==> config.mk <==
export PLATFORM = sky130hd
export DESIGN_NAME = mem_resp_merge
export DESIGN_NICKNAME = d
export VERILOG_FILES = /design/src/rtl/mem_resp_merge.sv
export SDC_FILE = /design/constraint.sdc
export NUM_CORES = 1
export LEC_CHECK = 0
export BUFFER_PORTS_ARGS = -buffer_cell sky130_fd_sc_hd__buf_4
export CAP_MARGIN = 20
export CELL_PAD_IN_SITES_DETAIL_PLACEMENT = 0
export CELL_PAD_IN_SITES_GLOBAL_PLACEMENT = 1
export CORE_UTILIZATION = 47
export DETAILED_ROUTE_END_ITERATION = 6
export PLACE_DENSITY_LB_ADDON = 0.12
export SYNTH_ARGS = -nofsm -noshare
export SYNTH_HDL_FRONTEND = slang
export SYNTH_SLANG_ARGS = --single-unit
==> constraint.sdc <==
create_clock -name clk -period 2.8 [get_ports clk]
set_input_delay 0.84 -clock clk [delete_from_list [all_inputs] [get_ports clk]]
set_output_delay 0.84 -clock clk [all_outputs]
set_load 0.05 [all_outputs]
==> src/rtl/mem_resp_merge.sv <==
// mem_resp_merge: in-order merge of OCM (fixed latency) and cache (valid-qualified) load data back to the core.
module mem_resp_fifo #(
    parameter int W     = 32,
    parameter int DEPTH = 2
) (
    input  logic                       clk,
    input  logic                       nrst,
    input  logic                       push,
    input  logic [W-1:0]               din,
    input  logic                       pop,
    output logic [W-1:0]               head,
    output logic [$clog2(DEPTH):0]     cnt
);
    localparam int AW = $clog2(DEPTH);
    localparam int CW = AW + 1;
    logic [W-1:0]  mem [DEPTH];
    logic [AW-1:0] wp, rp;
    always_ff @(posedge clk)
        if (push) mem[wp] <= din;
    always_ff @(posedge clk or negedge nrst)
        if (!nrst) begin
            wp  <= '0;
            rp  <= '0;
            cnt <= '0;
        end else begin
            wp  <= wp + AW'(push);
            rp  <= rp + AW'(pop);
            cnt <= cnt + CW'(push) - CW'(pop);
        end
    // An empty FIFO forwards the word being pushed so it can be consumed in the same cycle.
    assign head = (cnt == '0) ? din : mem[rp];
endmodule

module mem_resp_merge #(
    parameter int DEPTH   = 2,
    parameter int OCM_LAT = 1
) (
    input  logic        clk,
    input  logic        nrst,
    input  logic        i_req_ocm,
    input  logic        i_req_cache,
    input  logic [31:0] i_ocm_rdata,
    input  logic [31:0] i_cache_rdata,
    input  logic        i_cache_rvalid,
    input  logic        i_core_ready,
    output logic [31:0] o_rdata,
    output logic        o_rvalid,
    output logic        o_req_ready,
    output logic        o_stall,
    output logic        o_err
);
    localparam int CW = $clog2(DEPTH) + 1;
    logic               acc, acc_o, acc_c;
    logic [OCM_LAT-1:0] pipe;
    logic               o_push, c_push;
    logic [CW-1:0]      tag_cnt, o_cnt, c_cnt, pend;
    logic               head_tag;
    logic [31:0]        o_head, c_head;
    logic               loadable, load, pop_o, pop_c;

    assign o_req_ready = tag_cnt != CW'(DEPTH);
    assign acc      = (i_req_ocm ^ i_req_cache) && o_req_ready;
    assign acc_o    = acc && i_req_ocm;
    assign acc_c    = acc && i_req_cache;
    assign o_push   = pipe[OCM_LAT-1];
    // pend counts cache reads whose data has not yet arrived; data with none pending is stray.
    assign c_push   = i_cache_rvalid && (pend != '0);
    assign loadable = !o_rvalid || i_core_ready;
    assign load     = loadable && (tag_cnt != '0) &&
                      (head_tag ? (c_cnt != '0 || c_push) : (o_cnt != '0 || o_push));
    assign pop_o    = load && !head_tag;
    assign pop_c    = load && head_tag;
    assign o_stall  = (tag_cnt != '0) || o_rvalid;

    mem_resp_fifo #(.W(1), .DEPTH(DEPTH)) u_tag (
        .clk(clk), .nrst(nrst), .push(acc), .din(acc_c), .pop(load),
        .head(head_tag), .cnt(tag_cnt)
    );
    mem_resp_fifo #(.W(32), .DEPTH(DEPTH)) u_ocm (
        .clk(clk), .nrst(nrst), .push(o_push), .din(i_ocm_rdata), .pop(pop_o),
        .head(o_head), .cnt(o_cnt)
    );
    mem_resp_fifo #(.W(32), .DEPTH(DEPTH)) u_cache (
        .clk(clk), .nrst(nrst), .push(c_push), .din(i_cache_rdata), .pop(pop_c),
        .head(c_head), .cnt(c_cnt)
    );

    always_ff @(posedge clk or negedge nrst)
        if (!nrst) begin
            pipe     <= '0;
            pend     <= '0;
            o_rdata  <= '0;
            o_rvalid <= 1'b0;
            o_err    <= 1'b0;
        end else begin
            pipe     <= (pipe << 1) | OCM_LAT'(acc_o);
            pend     <= pend + CW'(acc_c) - CW'(c_push);
            o_rdata  <= load ? (head_tag ? c_head : o_head) : o_rdata;
            o_rvalid <= load ? 1'b1 : (loadable ? 1'b0 : o_rvalid);
            o_err    <= o_err | (i_req_ocm & i_req_cache) |
                        ((i_req_ocm | i_req_cache) & !o_req_ready) |
                        (i_cache_rvalid & (pend == '0));
        end
endmodule

Yosys cells after proc, flatten, opt, wreduce, memory -nomap -nowiden. Memories as Yosys holds them, arrays and structs flattened. Index checks and enable logic that the tools add are counted.

Bits in registers: 49. Memory bits (writable): 130. Input port bits: 70. Output and inout port bits: 36. Word-level logic and storage cells: 77. Memories: 3.

Memories: u_cache.mem (depth 2, bits a word 32, read ports 1, clocked after Yosys merged registers in 0, wr ports 1, line 16) `logic [W-1:0] mem [DEPTH];`; u_ocm.mem (depth 2, bits a word 32, read ports 1, clocked after Yosys merged registers in 0, wr ports 1, line 16); u_tag.mem (depth 2, bits a word 1, read ports 1, clocked after Yosys merged registers in 0, wr ports 1, line 16).

Add/subtract/negate cells: 14. Equality and inequality tests: 1. Multiplexer cells: 13. Bitwise logic cells: 8. Reduce and logical (&&, ||, !) cells: 24.

Operator list (count): 2-to-1 mux 32 bit (3); 2-to-1 mux 1 bit (10); nonzero test 2 bit (5); adder 2 x 1 -> 2 bit (4); logical AND 1 bit (8); logical NOT 2 bit (4); subtractor 2 x 1 -> 2 bit (4); adder 1 bit (6); logical OR 1 bit (4); bitwise OR 1 bit (4); AND 1 bit (3); logical NOT 1 bit (3); inequality test 2 bit (second input constant) (1); XOR 1 bit (1).

Logic depth before layout (Yosys ltp). Gate-level depths: netlist (run 1).

Word-level depth: 8. Gate-level depth with buffers: 9. Gate-level depth less buffers: 8.

Modules after synthesis. From an unflattened synthesis (run 1), not the netlist that was laid out.

Cells, all modules: 544. Area total of the unflattened synthesis: 8289.2 µm².

By module, submodules not included: mem_resp_fifo at u_cache ... (times used 2, cells each 192, area an instance 2985.4 µm², seq. area each 2021.9 µm²); mem_resp_merge (times used 1, cells each 140, area an instance 2040.7 µm², seq. area each 925.9 µm²); mem_resp_fifo at u_tag (times used 1, cells each 20, area an instance 277.8 µm², seq. area each 160.2 µm²).

Least setup slack after synthesis (run 1). OpenSTA, ideal clock, no wires.

Path type: input-to-reg. Start: input port i_core_ready. End: register u_ocm.cnt[1]. Setup time: 0.080 ns. Arrival: 2.457 ns. Data required time: 2.720 ns. Setup slack: 0.263 ns. Stages: 9. Buffers on the path: 1. Cell sequence: nand2b_1 -> nand2_1 -> nor3_1 -> buf_2 -> ha_1 -> inv_1 -> ha_1 -> xnor2_1 -> xnor2_1.

Cells in the longest elaborated chain, start to end: 5.

RTL lines: start: declaration (line 45) `input logic i_core_ready,`; logical OR 1 bit (line 68) `assign loadable = !o_rvalid || i_core_ready;`; logical AND 1 bit (2 in series) (line 69) `assign load = loadable && (tag_cnt != '0) &&`; logical AND 1 bit (line 71) `assign pop_o = load && !head_tag;`; subtractor 2 x 1 -> 2 bit (line 28) `cnt <= cnt + CW'(push) - CW'(pop);`; end signal: assignment (line 28); end: declaration (line 12) `output logic [$clog2(DEPTH):0] cnt`.

No other way between the ends. A chain may end at the register's enable or synchronous reset.

Final worst setup path (run 1).
Start: register u_tag.cnt[1]. End: output port o_stall.

Cells in the longest elaborated chain, start to end: 2.

RTL lines: start: declaration (line 12); start signal: assignment (line 28); nonzero test 2 bit (line 73) `assign o_stall = (tag_cnt != '0) || o_rvalid;`; logical OR 1 bit (line 73); end: declaration (line 49) `output logic o_stall,`.

No other way between the ends.

==> results of run 1 <==
[power by group through the flow]
| stage | clock network, mW | logic [mW] | registers [mW] |
|---|---|---|---|
| after floorplan | 0 | 2.52 | 4.74 |
| after global placement | 0 | 4.38 | 4.09 |
| after detailed placement | 0 | 4.49 | 4.10 |
| after CTS | 2.52 | 4.49 | 4.06 |
| after global routing | 2.62 | 4.80 | 4.13 |
| final | 2.48 | 4.44 | 4.06 |
[metal layers]
layer	vias to the layer above	routed length [um]	global-route usage
met5	-	0	0
met4	0	182	0.0714
met3	15	716	0.0507
met2	109	7630	0.333
met1	2183	6870	0.261
li1	2106	-	-
[worst paths after layout]
check,startpoint,to,slack (ns),cells after the start
min reg2reg,u_cache.cnt[1]$_DFF_PN0_,u_cache.cnt[1]$_DFF_PN0_,0.48,1
min in group clk,u_cache.cnt[1]$_DFF_PN0_,u_cache.cnt[1]$_DFF_PN0_,0.48,1
max in group asynchronous,nrst,u_cache.rp$_DFF_PN0_,1.85,1
max,u_tag.cnt[1]$_DFF_PN0_,o_stall,0.54,2
max reg2reg,u_tag.rp$_DFF_PN0_,o_rdata[15]$_DFFE_PN0P_,0.65,5
min,nrst,o_rdata[30]$_DFFE_PN0P_,0.46,1
[registers in the layout, summed over array words and instances, names as in the netlist, 2 cells and up]
register     flops
o_rdata         32
pend             2
u_cache.cnt      2
u_cache.mem     64
u_ocm.cnt        2
u_ocm.mem       64
u_tag.cnt        2
u_tag.mem        2
[final cells by class]
type	count	area [um^2]
clock buffer	21	450
clock inverter	11	161
fill	1188	6200
inverter	15	56.3
multi-input combinational	274	2070
sequential	179	5130
tap	211	264
timing repair buffer	118	923
[cell families (layout without fill, tap and decap cells)]
kind of cell,Yosys count,after routing,synth area share
XOR/XNOR,11,11,0.0131
AO/OA/AOI/OAI,100,100,0.103
adder cells (fa/ha/maj),15,15,0.0254
flip-flops,179,179,0.695
AND/OR/NAND/NOR,83,83,0.0464
buffers and inverters,47,165,0.0285
multiplexers,65,65,0.0888
[synth_stat cells, drive strengths merged]
cell type / number / area, um^2
a211oi: 32 / 240
a21oi: 32 / 160
a221o: 32 / 320
and2: 1 / 6.26
and3: 2 / 12.5
buf: 11 / 75.1
clkbuf: 21 / 78.8
dfrtp: 49 / 1230
edfxtp: 130 / 3900
ha: 15 / 188
inv: 15 / 56.3
mux2: 1 / 15.0
mux2i: 64 / 641
nand2: 3 / 11.3
nand2b: 2 / 12.5
nor2: 67 / 251
nor3: 2 / 10.0
nor3b: 1 / 7.51
o2111ai: 1 / 15.0
o211ai: 1 / 7.51
o21a: 1 / 7.51
o41ai: 1 / 8.76
or2: 3 / 18.8
or3: 2 / 12.5
xnor2: 10 / 87.6
xor2: 1 / 8.76
[through the flow]
stage                      util  total power, mW  hold slack, ns
after detailed placement  0.554             8.59           0.462
after global placement    0.554             8.47           0.454
after CTS                 0.594             11.1           0.475
final                     0.594             11.0           0.457
after global routing      0.594             11.5           0.493
after floorplan               -             7.27           0.438
==> metrics.md, run 1 <==
| Metric | Value |
|---|---|
| Final ANT Viol Nets | 0 |
| Leakage | 3.65 nW |
| Post-synthesis cell count | 500 |
| Hold buffer count at CTS | 0 |
| Initial core utilization | 0.484 |
| GRT Total Usage | 0.202 |
| CP endpoint kind | output port |
| CP Max Fanout | 4 |
| GRT Residual Overflow | 0 |
| Final setup vio count | 0 |
| Crit path buffers/inverters | 1 |
| Die Width | 127 um |
| Wirelength per Cell | 18.6 um |
| Die Area | 16,200 um^2 |
| Layout cell share with drive strength beyond 1 | 0.257 |
| Fmax | 442 MHz |
| Most common cell after layout, fill and taps aside | edfxtp_1 |
| Critical path class | reg2out |
| Post-synthesis sequential area ratio | 0.695 |
| Max-cap violations | 0 |
| Pwr per Cell Area | 1210 nW/um^2 |
| Most frequent cells in the layout | 130 x edfxtp_1, 115 x buf_4, 67 x nor2_1, 64 x mux2i_1, 47 x dfrtp_1 |
| Combinational share of power | 0.404 |
| Final HPWL DP | 9.63 mm |
| # clock sinks | 179 |
| Non-filler cells, final | 829 |
| Fin. max-slew vios | 0 |
| Clock Latency Late Sink | 0.43 ns |
| Final RePlAce weighted congestion | 0.720 |
| Unique masters post-synth | 28 |
| Clock Power Share | 0.226 |
| P&R area growth vs syn | 22.7% |
| Max incr delay on CP | 0.41 ns |
| Routed Wire Length | 15.4 mm |
| Final Cycle Share | 0.808 |
| Residual DRC count | 0 |
| H-tree depth | 4 |
| Ports | 106 |
| Sw frac | 0.376 |
| Vias in the first global route | 4,487 |
| Final worst slack | 0.539 ns |
| Warnings from Yosys | 0 |
| CTS tree | done |
| Psw | 4.13 mW |
| IO Port Bufs | 105 |
| Cell area after layout | 9060 um^2 |
| Rel. slew slack | 0.351 |
| Net count, final | 690 |
| Largest net degree at the start of global routing | 50 |
| CTS Buf Count | 17 |
| Internal power | 6.84 mW |
| Post-synthesis net count | 585 |
| Register share of total power | 0.370 |
| Slowest CP cell | dfrtp_1 |
| Maximum VDD drop | 0.000501 V |
| Worst slew pin tran | 0.974 ns |
| First-pass GRT wire length | 24.3 mm |
| Final min period | 2.26 ns |
| CP Data Required Time | 1.96 ns |
| Initial antenna violation count | 0 |
| Post-synthesis register bit count | 179 |
| CP top delay family | flip-flops |
| Fin. Hold Viols | 0 |
| # Post-CTS Setup Buffers | 0 |
| Clk slew on worst S/H paths | 0.06 ns |
| Bufs on Longest Clock Path | 2 |
| Place WS | 0.191 ns |
| Die Y | 127 um |
| Run status | completed |
| Clk_skew | 0.00898 ns |
| Hold Crit Class | in2async |
| Synthesized cell area | 7380 um^2 |
| Vias/cell | 5.32 |
| Iter 0 DRT Violations | 224 |
| Antenna cells | 0 |
| Row Count | 45 |
| Core area | 15,300 um^2 |
| Synth Area per Inst | 14.8 um^2 |
| Placed cell area | 8450 um^2 |
| Critical path, cell by cell | or3_1 -> buf_4 |
| Drt pass-1 iters | 4 |
| Placed Instances | 797 |
| CTS root buffer | clkbuf_16 |
| RSZ-0062 raised after global routing | no |
| Nature of the critical path startpoint | flop |
| DR vias | 4,413 |
| Final setup TNS | 0 ns |
| CTS-repair resized insts | 0 |
| CP Data Arrival Time | 1.42 ns |
Note: power is estimated with default switching activity, not from simulation.
==> run 2, diff against run 1 <==
--- a/config.mk
+++ b/config.mk
@@ -5,11 +5,12 @@
 export SDC_FILE = /design/constraint.sdc
 export NUM_CORES = 1
 export LEC_CHECK = 0
+export ABC_AREA = 1
 export BUFFER_PORTS_ARGS = -buffer_cell sky130_fd_sc_hd__buf_4
 export CAP_MARGIN = 20
 export CELL_PAD_IN_SITES_DETAIL_PLACEMENT = 0
 export CELL_PAD_IN_SITES_GLOBAL_PLACEMENT = 1
-export CORE_UTILIZATION = 47
+export CORE_UTILIZATION = 41
 export DETAILED_ROUTE_END_ITERATION = 6
 export PLACE_DENSITY_LB_ADDON = 0.12
 export SYNTH_ARGS = -nofsm -noshare
==> constraint.sdc (replaced) <==
create_clock -name clk -period 2.07 [get_ports clk]
set_input_delay 0.621 -clock clk [delete_from_list [all_inputs] [get_ports clk]]
set_output_delay 0.621 -clock clk [all_outputs]
set_load 0.05 [all_outputs]
==> metrics.md, run 2 <==
| Metric | Value |
|---|---|
| Final HPWL DP | 11.3 mm (+18%) |
| Fmax | 519 MHz |
| Synth async-reset ratio | 0.274 (unchanged) |
| Leakage | 4.12 nW (+13%) |
| # clock sinks | 179 (unchanged) |
| Layout cell share with drive strength beyond 1 | 0.228 (-0.0296) |
| H-tree depth | 4 (unchanged) |
| Wirelength per Cell | 17.0 um (-8.4%) |
| CP endpoint kind | output port |
| Post-synthesis sequential area ratio | 0.654 (-0.0408) |
| Die Y | 140 um (+10%) |
| Worst R2R End | u_ocm.cnt[1]$_DFF_PN0_ |
| FILL cells | 1,681 (+41%) |
| Non-filler cells, final | 1,051 (+27%) |
| DR vias | 5,260 (+19%) |
| Synth top area share | 0.498 (-0.0310) |
| Placed Instances | 1,019 (+28%) |
| Psw | 6.41 mW (+55%) |
| Place WS | -0.204 ns (-0.395 ns) |
| Vias/cell | 5.00 (-6.0%) |
| Bufs on Longest Clock Path | 2 (unchanged) |
| Fin. Hold Viols | 0 (unchanged) |
| Die Area | 19,700 um^2 (+21%) |
| Initial core utilization | 0.419 (-0.0645) |
| Final ANT Viol Nets | 0 (unchanged) |
| Max incr delay on CP | 0.42 ns (about the same) |
| Row Count | 50 (+11%) |
| Post-synthesis net count | 773 (+32%) |
| Nature of the critical path startpoint | flop |
| Warnings from Yosys | 0 (unchanged) |
| Most instantiated cells after synthesis | 172 x nand2_1, 130 x edfxtp_1, 90 x inv_1 |
| Rel. slew slack | 0.499 (+0.149) |
| Clk slew on worst S/H paths | 0.07 ns (about the same) |
| Crit path buffers/inverters | 1 (unchanged) |
| Most frequent cells in the layout | 172 x nand2_1, 130 x edfxtp_1, 128 x buf_4, 87 x inv_1 |
| GRT Residual Overflow | 0 (unchanged) |
| EDFF count, synth | 130 (unchanged) |
| Routed Wire Length | 17.9 mm (+16%) |
| CP Max Fanout | 5 (+1) |
| Most frequent cell after synthesis | nand2_1 |
| Hold Crit Class | in2async |
| Worst slew pin tran | 0.751 ns (-0.223 ns) |
| Iter 0 DRT Violations | 263 (+17%) |
| CTS tree | done |
| CP Data Required Time | 1.45 ns (-0.51 ns) |
| Combinational share of power | 0.464 (+0.060) |
| GRT Total Usage | 0.193 (-0.00892) |
| Antenna cells | 0 (unchanged) |
| Post-synthesis cell count | 688 (+38%) |
| Vias in the first global route | 5,344 (+19%) |
| First-pass GRT wire length | 28.6 mm (+17%) |
| Drt pass-1 iters | 4 (unchanged) |
| Top cells by area, synth | edfxtp_1 50%, dfrtp_1 16%, nand2_1 8.2%, o211ai_1 6.2%, inv_1 4.3% |
| Internal power | 8.99 mW (+31%) |
| Clock Latency Late Sink | 0.43 ns (about the same) |
| Slowest CP cell | dfrtp_1 |
| Final worst slack | 0.142 ns (-0.397 ns) |
| Critical path, cell by cell | nor2_2 -> nand2_1 -> buf_4 |
| Residual DRC count | 0 (unchanged) |
| Hold buffer count at CTS | 0 (unchanged) |
| Final core utilization | 0.515 (-0.0788) |
| Final RePlAce weighted congestion | 0.720 (about the same) |
| CP Data Arrival Time | 1.31 ns (-0.11 ns) |
| CTS Buf Count | 17 (unchanged) |
| Post-synthesis register bit count | 179 (unchanged) |
| Clk_skew | 0.00954 ns (+0.000563 ns) |
| CTS root buffer | clkbuf_16 |
| IO Port Bufs | 105 (unchanged) |
| Pwr per Cell Area | 1600 nW/um^2 (+32%) |
| Biggest regs | u_cache.mem x64, u_ocm.mem x64, o_rdata x32 |
| Core area | 18,700 um^2 (+23%) |
| Final Cycle Share | 0.932 |
| Leading area contributor after synthesis | edfxtp_1 |
| CP top delay family | flip-flops |
| WHS | 0.240 ns (-0.217 ns) |
| Final Power | 15.4 mW (+40%) |
| Net count, final | 889 (+29%) |
| Initial antenna violation count | 0 (unchanged) |
| Synthesized cell area | 7840 um^2 (+6.2%) |
| CTS-repair resized insts | 0 (unchanged) |
| Most common cell after layout, fill and taps aside | nand2_1 |
| Final min period | 1.93 ns |
| Register share of total power | 0.344 (-0.026) |
| Maximum VDD drop | 0.000950 V (+90%) |
| Dominant synthesized flop cell | edfxtp_1 |
| Fin. max-slew vios | 0 (unchanged) |
| Reg2Reg Depth | 9 (+4) |
| P&R area growth vs syn | 22.8% (about the same) |
| Run status | completed |
| Final setup vio count | 0 (unchanged) |
| Synth Area per Inst | 11.4 um^2 (-23%) |
| # Post-CTS Setup Buffers | 0 (unchanged) |
| Max-cap violations | 0 (unchanged) |
| Ports | 106 (unchanged) |
| RR Startpoint | u_cache.cnt[0]$_DFF_PN0_ |
| FF-to-FF setup slack | 0.27 ns (-0.38 ns) |
| Sw frac | 0.416 (+0.0398) |
| RSZ-0062 raised after global routing | no |
| Critical path class | reg2out |
| Die Width | 140 um (+10%) |
| Largest net degree at the start of global routing | 65 (+30%) |
| Clock Power Share | 0.193 (-0.033) |
| Unique masters post-synth | 25 (-11%) |
run 2: changes by cell type after synthesis, sizes merged, moves of 3 or more:
cell	before	now
nor2	67	11
buf	11	22
nand3	0	4
o21ai	0	65
a21oi	32	0
nand2	3	175
a221o	32	0
o211ai	1	65
clkbuf	21	15
a211oi	32	0
mux2i	64	32
nand4	0	3
inv	15	92
run 2: cell type report:
| class | instances | area, um^2 | share of cell area |
|---|---|---|---|
| clock inverters | 12 | 81.3 | 0.00844 |
| flip-flops and latches | 179 | 5130 | 0.533 |
| inverters | 92 | 365 | 0.0379 |
| multi-input cells | 380 | 2220 | 0.231 |
| clock buffers | 20 | 457 | 0.0474 |
| repair buffers | 134 | 1080 | 0.112 |
| well taps | 234 | 293 | 0.0304 |
run 2: kinds of logic (layout without fill, tap and decap cells):
logic type / count (synthesis) / in the layout / synth area share
xor gates and xnor gates: 9 / 9 / 0.0101
buffers and inverters: 129 / 258 / 0.0681
and+or+nand+nor: 194 / 194 / 0.0992
muxes: 32 / 32 / 0.0408
adders and majority gates: 15 / 15 / 0.0239
DFF: 179 / 179 / 0.654
AOI/OAI and AO/OA: 130 / 130 / 0.104
run 2: power groups by stage:
stage,combinational [mW],clock (mW),sequential (mW)
after floorplan,3.97,0,6.31
after global placement,7.08,0,5.33
after detailed placement,7.26,0,5.36
after CTS,7.28,3.03,5.30
after global routing,7.91,3.19,5.37
final,7.14,2.96,5.29
run 2: per-layer routing:
| layer | up-vias | global-route usage | routed length (um) |
|---|---|---|---|
| met4 | 0 | 0.0630 | 246 |
| met1 | 2570 | 0.252 | 8160 |
| li1 | 2570 | - | - |
| met3 | 19 | 0.0349 | 558 |
| met2 | 101 | 0.327 | 8920 |
| met5 | - | 0 | 0 |
run 2: worst max path at each step:
stage                                 startpoint                     endpoint  slack (ns)  depth (start not counted)
final                     u_tag.cnt[1]$_DFF_PN0_                      o_stall        0.14                          3
after global routing      u_tag.cnt[1]$_DFF_PN0_                      o_stall        0.05                          3
after CTS                 u_tag.cnt[1]$_DFF_PN0_                      o_stall        0.11                          3
after detailed placement               i_req_ocm       u_ocm.cnt[1]$_DFF_PN0_       -0.20                         12
after global placement                 i_req_ocm       u_ocm.cnt[1]$_DFF_PN0_       -0.17                         12
after floorplan                   i_cache_rvalid  u_cache.mem[1][0]$_DFFE_PP_       -0.10                          3
run 2: through the flow:
step	setup TNS (ns)	instance area, um^2
after floorplan	-6.79	7900
after global placement	-3.73	9090
after detailed placement	-5.17	9090
after CTS	0	9630
after global routing	0	9630
final	0	9630
